==> src/rtl/piso_tx_if.sv <==
`default_nettype none
// ============================================================================
//  Module      : piso_tx_if
//  Description : Word handshake and serial-output bundle for piso_tx.
//  Revision    : 1.0 - initial release
// ============================================================================
interface piso_tx_if #(
  parameter int WIDTH = 4
);
  logic [WIDTH-1:0] din;
  logic             din_valid;
  logic             din_ready;
  logic             sdo;
  logic             sdo_valid;
  logic             frame_start;
  logic             frame_done;
  logic             busy;

  modport master (
    output din, din_valid,
    input  din_ready, sdo, sdo_valid, frame_start, frame_done, busy
  );

  modport slave (
    input  din, din_valid,
    output din_ready, sdo, sdo_valid, frame_start, frame_done, busy
  );
endinterface
`default_nettype wire

==> src/rtl/piso_tx.sv <==
`default_nettype none
// ============================================================================
//  Module      : piso_tx
//  Description : Parallel-in serial-out transmitter, one bit per clock, with
//                valid/ready word intake and back-to-back streaming.
//  Revision    : 1.0 - initial release
// ============================================================================
module piso_tx #(
  parameter int WIDTH     = 4,
  parameter bit MSB_FIRST = 1'b1
) (
  input  logic     clk,
  input  logic     reset,
  piso_tx_if.slave bus
);
  localparam int            CW     = (WIDTH > 1) ? $clog2(WIDTH) : 1;
  localparam logic [CW-1:0] c_last = CW'(WIDTH - 1);

  localparam logic [0:0] c_idle  = 1'b0;
  localparam logic [0:0] c_shift = 1'b1;

  logic [0:0]       r_state;
  logic [WIDTH-1:0] r_shift;
  logic [CW-1:0]    r_cnt;

  logic             w_in_shift;
  logic             w_last;
  logic             w_ready;
  logic             w_accept;
  logic             w_bit;
  logic [WIDTH-1:0] w_shift_next;

  // The output end of the shift register depends on transmit order.
  generate
    if (MSB_FIRST) begin : g_msb_first
      assign w_bit        = r_shift[WIDTH-1];
      assign w_shift_next = {r_shift[WIDTH-2:0], 1'b0};
    end else begin : g_lsb_first
      assign w_bit        = r_shift[0];
      assign w_shift_next = {1'b0, r_shift[WIDTH-1:1]};
    end
  endgenerate

  assign w_in_shift = (r_state == c_shift);
  assign w_last     = w_in_shift && (r_cnt == c_last);
  assign w_ready    = !reset && ((r_state == c_idle) || w_last);
  assign w_accept   = bus.din_valid && w_ready;

  always_ff @(posedge clk) begin
    if (reset) begin
      r_state <= c_idle;
      r_shift <= '0;
      r_cnt   <= '0;
    end else begin
      case (r_state)
        c_idle: begin
          if (w_accept) begin
            r_shift <= bus.din;
            r_cnt   <= '0;
            r_state <= c_shift;
          end
        end
        c_shift: begin
          if (r_cnt != c_last) begin
            r_shift <= w_shift_next;
            r_cnt   <= r_cnt + CW'(1);
          end else if (w_accept) begin
            r_shift <= bus.din;
            r_cnt   <= '0;
          end else begin
            r_shift <= '0;
            r_cnt   <= '0;
            r_state <= c_idle;
          end
        end
        default: begin
          r_state <= c_idle;
          r_shift <= '0;
          r_cnt   <= '0;
        end
      endcase
    end
  end

  assign bus.din_ready   = w_ready;
  assign bus.sdo         = w_in_shift && w_bit;
  assign bus.sdo_valid   = w_in_shift;
  assign bus.busy        = w_in_shift;
  assign bus.frame_start = w_in_shift && (r_cnt == '0);
  assign bus.frame_done  = w_last;
endmodule
`default_nettype wire

==> src/flat_wrapper.sv <==
// flat-port wrapper written by rule: the top's interface ports become plain ports
module piso_tx_flat 
#(
  parameter int WIDTH     = 4,
  parameter bit MSB_FIRST = 1'b1
)
  (clk, reset, bus_din, bus_din_valid, bus_din_ready, bus_sdo, bus_sdo_valid, bus_frame_start, bus_frame_done, bus_busy);
  piso_tx_if #(.WIDTH(WIDTH)) bus_i ();
  input  logic clk;
  input  logic reset;
  input wire logic [$bits(bus_i.din)-1:0] bus_din;
  input wire logic [$bits(bus_i.din_valid)-1:0] bus_din_valid;
  output wire logic [$bits(bus_i.din_ready)-1:0] bus_din_ready;
  output wire logic [$bits(bus_i.sdo)-1:0] bus_sdo;
  output wire logic [$bits(bus_i.sdo_valid)-1:0] bus_sdo_valid;
  output wire logic [$bits(bus_i.frame_start)-1:0] bus_frame_start;
  output wire logic [$bits(bus_i.frame_done)-1:0] bus_frame_done;
  output wire logic [$bits(bus_i.busy)-1:0] bus_busy;
  assign bus_i.din = bus_din;
  assign bus_i.din_valid = bus_din_valid;
  assign bus_din_ready = bus_i.din_ready;
  assign bus_sdo = bus_i.sdo;
  assign bus_sdo_valid = bus_i.sdo_valid;
  assign bus_frame_start = bus_i.frame_start;
  assign bus_frame_done = bus_i.frame_done;
  assign bus_busy = bus_i.busy;
  piso_tx #(.WIDTH(WIDTH), .MSB_FIRST(MSB_FIRST)) u_core (.clk(clk), .reset(reset), .bus(bus_i));
endmodule
==> config.mk <==
export PLATFORM = sky130hd
export DESIGN_NAME = piso_tx_flat
export DESIGN_NICKNAME = d
export VERILOG_FILES = /design/src/rtl/piso_tx_if.sv /design/src/rtl/piso_tx.sv /design/src/flat_wrapper.sv
export SDC_FILE = /design/constraint.sdc
export NUM_CORES = 1
export LEC_CHECK = 0
export CAP_MARGIN = 10
export CORE_AREA = 2 2 39 41
export DETAILED_ROUTE_END_ITERATION = 10
export DIE_AREA = 0 0 41 43
export SLEW_MARGIN = 25
export SYNTH_ARGS = -nofsm -noshare
export SYNTH_HDL_FRONTEND = slang
export SYNTH_SLANG_ARGS = --single-unit
==> constraint.sdc <==
create_clock -name clk -period 2.34 [get_ports clk]
set_input_delay 0.702 -clock clk [delete_from_list [all_inputs] [get_ports clk]]
set_output_delay 0.702 -clock clk [all_outputs]
set_load 0.005 [all_outputs]
# ---- Word-level counts from Yosys, hierarchy flattened
# Index checks and enable logic that the tools add are counted.
dict set report word_totals {
  register_bits 7
  input_bits 7
  out_inout_bits 6
  elab_cells 26
}
dict set report op_classes {
  n_addsub 1
  n_eq_ne 3
  n_mux 10
  bitwise_logic 1
  n_reduce_logical 8
}
# op n
set ops {}
lappend ops {{two-way mux 4 bit} 3}
lappend ops {{case mux 4 bit (2 select lines)} 1}
lappend ops {{logical AND 1 bit} 5}
lappend ops {{two-way mux 2 bit} 2}
lappend ops {{case mux 2 bit (2 select lines)} 1}
lappend ops {{adder 2 x 1 -> 2 bit (second input constant)} 1}
lappend ops {{equality test 2 bit (second input constant)} 1}
lappend ops {{logical NOT 2 bit} 1}
lappend ops {{two-way mux 1 bit} 2}
lappend ops {{!= test 2 x 1 -> 1 bit (second input constant)} 1}
lappend ops {{!= test 2 bit (second input constant)} 1}
lappend ops {{case mux 1 bit (2 select lines)} 1}
lappend ops {{logical NOT 1 bit} 1}
lappend ops {{logical OR 1 bit} 1}
lappend ops {{inverter 1 bit} 1}

# ---- Depth between registers and ports, before layout
# Gate-level depths: netlist (run 1).
dict set report logic_depth {
  depth_word 8
  depth_mapped 4
  mapped_depth_nobuf 4
}

# ---- Least setup slack after synthesis (run 1)
# Ideal clock, no wire load.
dict set report synth_path {
  path_kind {input -> output}
  start {input reset}
  end {output bus_din_ready}
  t_arrival_ns 0.929
  required_time_ns 1.638
  path_slack_ns 0.709
  stages 2
  n_path_buf 1
  cell_sequence {buf_6 > nor2_1}
}
dict set report synth_via {
  elab_chain_len 2
}
# element line
set synth_rtl {}
lappend synth_rtl {{from (decl)} flat_wrapper.sv:10} ;# input logic reset;
lappend synth_rtl {{logical NOT 1 bit} piso_tx.sv:46} ;# assign w_ready = !reset && ((r_state == c_idle) || w_last);
lappend synth_rtl {{logical AND 1 bit} piso_tx.sv:46}
lappend synth_rtl {{to (decl)} flat_wrapper.sv:13} ;# output wire logic [$bits(bus_i.din_ready)-1:0] bus_din_ready;
# No other way between the ends.

# ---- Final worst setup path (run 1)
# Same ends and word-level chain as after synthesis.

==> flow_summary.json, run 1 <==
{
  "cts_buffers": 3,
  "seq_area_um2": 140,
  "finClkSkew_ps": 5.32,
  "fp.dieArea_um2": 1760,
  "async_reset_ff_frac": 0,
  "synth.avg_cell_area_um2": 8.12,
  "rsz0062_at_grt": "no",
  "cts_sinks": 7,
  "grt_overflow": 0,
  "cts_max_level": 1,
  "drive_above_1_share": 0.113,
  "power_density_nw_per_um2": 557,
  "timing.slew.headroom": 0.869,
  "fmaxAchievable_mhz": 455,
  "root_buffer": "clkbuf_4",
  "synth_seq_cells": 7,
  "syn_to_final_growth_pct": 41.6,
  "ys_types": 23,
  "syn_inst": 47,
  "drt_iter0_drc": 1,
  "status": "complete, no violations",
  "period_share": 0.940,
  "globalplace.congestion": 0.827,
  "synth_edf_count": 0,
  "syn_nets": 56,
  "clk_pin_slew_worst_paths_ps": 50,
  "grt_use_met3": 0.0785,
  "path_cells": "clkdlybuf4s50_1 > nor2_1 > dlygate4sd2_1",
  "fill_cells": 163,
  "yosys_warnings": 0,
  "cp.arrival_ps": 1500,
  "grt_max_degree": 14,
  "antennaDiodeCount": 0,
  "antenna_found_initial": 0,
  "die_h_um": 43,
  "grt_first_pass_wirelength_mm": 1.35,
  "cts_resized": 1,
  "maxCapViolations": 0,
  "path_depth": 3,
  "grt_usage": 0.117,
  "slew_viol_final": 0,
  "core_area_um2": 1380,
  "yosys-top-cells-area": "dfxtp_1 (37%), nor2_1 (6.9%), ha_1 (6.6%)",
  "synth_area_leader_cell": "dfxtp_1",
  "reg2regPathDepth": 4,
  "power.leakage_nw": 0.222,
  "start_util": 0.276,
  "vdd_ir_drop_max_uv": 303,
  "place.detailed.hpwl_um": 587,
  "portBuffers": 12,
  "worstMarginPinSlew_ps": 196,
  "synth-seq-area-share": 0.367,
  "min_period_ps": 2200,
  "start_kind": "input pin",
  "use_met2": 0.169,
  "fin_util": 0.391,
  "critical_path.max_stage_delay_ps": 480,
  "drc_errors": 0,
  "endpoint_kind": "output port",
  "drt-pass1-iter-count": 2,
  "critPathBufInv": 2,
  "cts_tree": "yes",
  "cp_data_required_time_ps": 1640,
  "ios": 13,
  "syn_area_um2": 382,
  "synthFlopType": "dfxtp_1",
  "setup_viol": 0,
  "vias_per_cell": 4.56,
  "clock_latency_ps": 250,
  "routedWlPerCell_um": 10.3,
  "cp_slowest_cell": "clkdlybuf4s50_1",
  "post_cts_buffers": 0,
  "min_path_cells": 2,
  "cts_buffer_depth": 2,
  "finalHoldViolCount": 0,
  "hold_buffers": 0,
  "nNetsFinal": 72,
  "min_path_type": "register to register",
  "multi_input_area_um2": 201,
  "grt_pass1_vias": 341,
  "synth_top_area_frac": 0.367,
  "synth_common_cells": "dfxtp_1 (7), nor2_1 (7), nand2_1 (4)",
  "num_vias": 356,
  "totalWireLength_um": 800,
  "num_rows": 14,
  "fin_hold_ws_ps": 474,
  "path_delay_family": "buffers and inverters",
  "postRouteAntennaNets": 0,
  "cp_max_fo": 2,
  "die_x_um": 41,
  "grt.busiest_layer": "met2",
  "critical_path_class": "input pin to output port",
  "grt_use_met1": 0.134
}
-- tightest hold or removal path, cell delays in order (launching register included) --
cell and delay, ps:
dfxtp_1 300, nand2_1 50, a311oi_1 70
-- cells in the final DEF (no fill, tap or decap) --
cell | netlist | final
clkdlybuf4s50_1 | 0 | 11
nor2_1 | 7 | 7
dfxtp_1 | 7 | 7
nand2_1 | 4 | 4
and2_1 | 3 | 3
nor3_1 | 3 | 3
clkbuf_4 | 0 | 3
buf_4 | 1 | 3
inv_1 | 2 | 2
o21ai_1 | 2 | 2
a311oi_1 | 2 | 2
ha_1 | 2 | 2
and2b_1 | 1 | 1
nor3b_1 | 1 | 1
a21oi_1 | 1 | 1
inv_2 | 1 | 1
nand2b_1 | 1 | 1
and3b_1 | 1 | 1
mux2i_1 | 1 | 1
a2bb2oi_1 | 1 | 1
a22oi_1 | 1 | 1
o21ai_0 | 1 | 1
a211oi_1 | 1 | 1
clkbuf_1 | 0 | 1
dlygate4sd2_1 | 0 | 1
-- logic make-up (layout without fill, tap and decap cells) --
kind of cell / after synthesis / in the layout / synth area share
muxes: 1 / 1 / 0.0262
adders and majority gates: 2 / 2 / 0.0656
buffers and inverters: 7 / 22 / 0.105
DFF: 7 / 7 / 0.367
and+or+nand+nor: 21 / 21 / 0.275
AOI/OAI and AO/OA: 9 / 9 / 0.161
-- state kept, by name, summed over array words and instances (netlist names) --
signal and cells:
u_core.r_shift 4, u_core.bus.busy 1, u_core.r_cnt 2
-- routing by layer --
metal  vias to the layer above  wire length (um)
li1                        186                 -
met1                       156               365
met2                        12               369
met3                         2                56
met4                         0                 9
met5                         -                 0
-- power by group --
part | internal (W) | switching (W) | leakage [nW]
Combinational | 0.0000345 | 0.0000256 | 0.149
Clock | 0.0000650 | 0.0000436 | 0.0150
Sequential | 0.000128 | 0.00000461 | 0.0579
-- final cells by class --
| class | count | area share |
|---|---|---|
| Sequential cell | 7 | 0.259 |
| Inverter | 3 | 0.0208 |
| Tap cell | 16 | 0.0370 |
| Timing Repair Buffer | 15 | 0.262 |
| Clock buffer | 4 | 0.0486 |
| Multi-Input combinational cell | 33 | 0.373 |
-- worst paths after layout --
check	end	slack (ps)	startpoint
worst max-delay path	bus_din_ready	140	reset
worst min-delay path	u_core.r_shift[1]	470	u_core.r_shift[0]
worst max register to register	u_core.r_shift[2]	1070	u_core.r_cnt[0]
worst min register to register	u_core.r_shift[1]	470	u_core.r_shift[0]
-- stage by stage --
stage	instance area [um^2]	std cells	setup TNS [ps]	worst slack (ps)	total power [W]
after CTS	541	78	0	126	0.000308
after global placement	515	74	-127	-127	0.000195
after floorplan	382	47	0	709	0.000168
after global routing	541	78	0	91.7	0.000322
final	541	78	0	140	0.000301
after detailed placement	515	74	-134	-134	0.000196
Note: power is estimated with default switching activity, not from simulation.
==> run 2: changes to the inputs <==
--- a/config.mk
+++ b/config.mk
@@ -5,6 +5,7 @@
 export SDC_FILE = /design/constraint.sdc
 export NUM_CORES = 1
 export LEC_CHECK = 0
+export ABC_AREA = 1
 export CAP_MARGIN = 10
 export CORE_AREA = 2 2 39 41
 export DETAILED_ROUTE_END_ITERATION = 10
==> flow_summary.json, run 2 <==
{
  "worstMarginPinSlew_ps": 284,
  "finClkSkew_ps": 6.19,
  "postRouteAntennaNets": 0,
  "core_area_um2": 1380,
  "final_common_cell": "nand2_1",
  "timing.slew.headroom": 0.810,
  "portBuffers": 12,
  "start_util": 0.311,
  "largest_register": "u_core.r_shift",
  "synth_top_area_frac": 0.326,
  "totalWireLength_um": 898,
  "mostFrequentLayoutCells": "nand2_1 (13), clkdlybuf4s50_1 (11), nor2_1 (8), dfxtp_1 (7), inv_1 (5)",
  "min_path_type": "register to register",
  "reg2regPathDepth": 8,
  "start_kind": "register",
  "num_rows": 14,
  "syn_nets": 68,
  "antennaDiodeCount": 0,
  "fin_hold_ws_ps": 483,
  "synth.avg_cell_area_um2": 7.30,
  "fmaxAchievable_mhz": 451,
  "power.leakage_nw": 0.264,
  "cp_data_required_time_ps": 1640,
  "drt_iter0_drc": 15,
  "cp_max_fo": 7,
  "cts_buffer_depth": 2,
  "ios": 13,
  "drt-pass1-iter-count": 4,
  "num_vias": 409,
  "grt.busiest_layer": "met2",
  "syn_inst": 59,
  "post_cts_buffers": 0,
  "grt_overflow": 0,
  "nNetsFinal": 85,
  "grt_use_met3": 0.0785,
  "die_x_um": 41,
  "drive_above_1_share": 0.187,
  "ys_types": 18,
  "syn_to_final_growth_pct": 38.1,
  "dp.cells": 87,
  "finalHoldViolCount": 0,
  "die_h_um": 43,
  "maxCapViolations": 0,
  "slew_viol_final": 0,
  "place.detailed.hpwl_um": 679,
  "async_reset_ff_frac": 0,
  "power_density_nw_per_um2": 530,
  "grt_pass1_vias": 371,
  "clk_pin_slew_worst_paths_ps": 50,
  "fill_cells": 163,
  "rsz0062_at_grt": "no",
  "endpoint_kind": "output port",
  "grt_first_pass_wirelength_mm": 1.46,
  "cts_buffers": 3,
  "cts_sinks": 7,
  "vdd_ir_drop_max_uv": 280,
  "drc_errors": 0,
  "antenna_found_initial": 0,
  "min_path_cells": 2,
  "period_share": 0.948,
  "grt_max_degree": 8,
  "status": "complete, no violations",
  "vias_per_cell": 4.49,
  "yosys_warnings": 0,
  "cts_tree": "yes",
  "min_period_ps": 2220,
  "synthFlopType": "dfxtp_1",
  "setup_viol": 0,
  "layout.cells.non_filler": 91,
  "routedWlPerCell_um": 9.87,
  "fp.dieArea_um2": 1760,
  "cts_max_level": 1,
  "grt_use_met1": 0.146,
  "synth_common_cells": "nand2_1 (13), nor2_1 (8), dfxtp_1 (7)",
  "root_buffer": "clkbuf_4",
  "synth-seq-area-share": 0.326,
  "synth_edf_count": 0,
  "clock_latency_ps": 250,
  "yosysMostFrequentCell": "nand2_1",
  "grt_usage": 0.126,
  "yosys-top-cells-area": "dfxtp_1 (33%), nand2_1 (11%), nor2_1 (7.0%)",
  "critical_path_class": "register to output port",
  "synth_area_leader_cell": "dfxtp_1",
  "cp.arrival_ps": 1520,
  "use_met2": 0.184,
  "synth_seq_cells": 7,
  "syn_area_um2": 430,
  "globalplace.congestion": 0.719,
  "setup_tns_ps": 0,
  "largest_register_ffs": 4
}
[run 2: cell count changes in the layout (fill, tap and decap cells not counted), moves of 2 or more]
cell / change
a21oi_1: +2
o21ai_1: -2
nand3_1: +4
nand3b_1: +3
and2_1: -3
a21boi_0: +3
a311oi_1: -2
nand2_2: +2
nor3_1: -3
nand2_1: +9
inv_1: +3
[run 2: per-layer routing]
| layer | vias to the layer above | part of all wire |
|---|---|---|
| met5 | - | 0 |
| met1 | 180 | 0.45 |
| li1 | 216 | - |
| met2 | 11 | 0.48 |
| met4 | 0 | 0.016 |
| met3 | 2 | 0.049 |
[run 2: report_power, final]
group	total, W	switching [W]	internal (W)
Sequential	0.000136	0.00000737	0.000129
Clock	0.000106	0.0000414	0.0000649
Combinational	0.0000727	0.0000341	0.0000386
[run 2: cell families (layout without fill, tap and decap cells)]
kind of cell / after synthesis / in the layout / share of synthesized area
AOI/OAI and AO/OA: 7 / 7 / 0.0988
adders and majority gates: 2 / 2 / 0.0581
buffers and inverters: 10 / 26 / 0.125
DFF: 7 / 7 / 0.326
and+or+nand+nor: 33 / 33 / 0.392
[run 2: worst paths after layout]
check                    start                end  slack [ps]
max            u_core.bus.busy            bus_sdo         120
min          u_core.r_shift[0]  u_core.r_shift[0]         480
max reg2reg    u_core.r_cnt[0]  u_core.r_shift[2]        1070
min reg2reg  u_core.r_shift[0]  u_core.r_shift[0]         480
[run 2: cell type report]
| type | count | area, um^2 | share of cell area |
|---|---|---|---|
| flip-flops and latches | 7 | 140 | 0.236 |
| well taps | 16 | 20.0 | 0.0337 |
| inverters | 8 | 35.0 | 0.0589 |
| multi-input cells | 42 | 239 | 0.402 |
| clock buffers | 4 | 26.3 | 0.0442 |
| repair buffers | 14 | 134 | 0.225 |
[run 2: critical path, cell delays in order, from the launching register on]
cell             delay (ps)
dfxtp_1                 480
buf_4                   210
nand2_1                  50
inv_1                    40
clkdlybuf4s50_1         490
[run 2: per-stage QoR]
| stage | worst slack (ps) | total power [W] | cell area [um^2] | utilization |
|---|---|---|---|---|
| after floorplan | 827 | 0.000181 | 430 | - |
| after global placement | -160 | 0.000212 | 567 | 0.410 |
| after detailed placement | -149 | 0.000213 | 567 | 0.410 |
| after CTS | 76.3 | 0.000322 | 592 | 0.428 |
| after global routing | 22.4 | 0.000343 | 594 | 0.429 |
| final | 122 | 0.000315 | 594 | 0.429 |
[run 2: repair_timing]
item | CTS | global route
setup endpoints to repair | 1 | 1
resized for setup | 1 | 1
cloned | 0 | 0
pin swaps | 0 | 0
hold buffers | 0 | 0
==> run 3: changes to the inputs <==
--- a/config.mk
+++ b/config.mk
@@ -10,6 +10,7 @@
 export CORE_AREA = 2 2 39 41
 export DETAILED_ROUTE_END_ITERATION = 10
 export DIE_AREA = 0 0 41 43
+export GPL_ROUTABILITY_DRIVEN = 0
 export SLEW_MARGIN = 25
 export SYNTH_ARGS = -nofsm -noshare
 export SYNTH_HDL_FRONTEND = slang
==> results of run 3 <==
No change in the layout: final DEF, timing and power equal those of run 2.
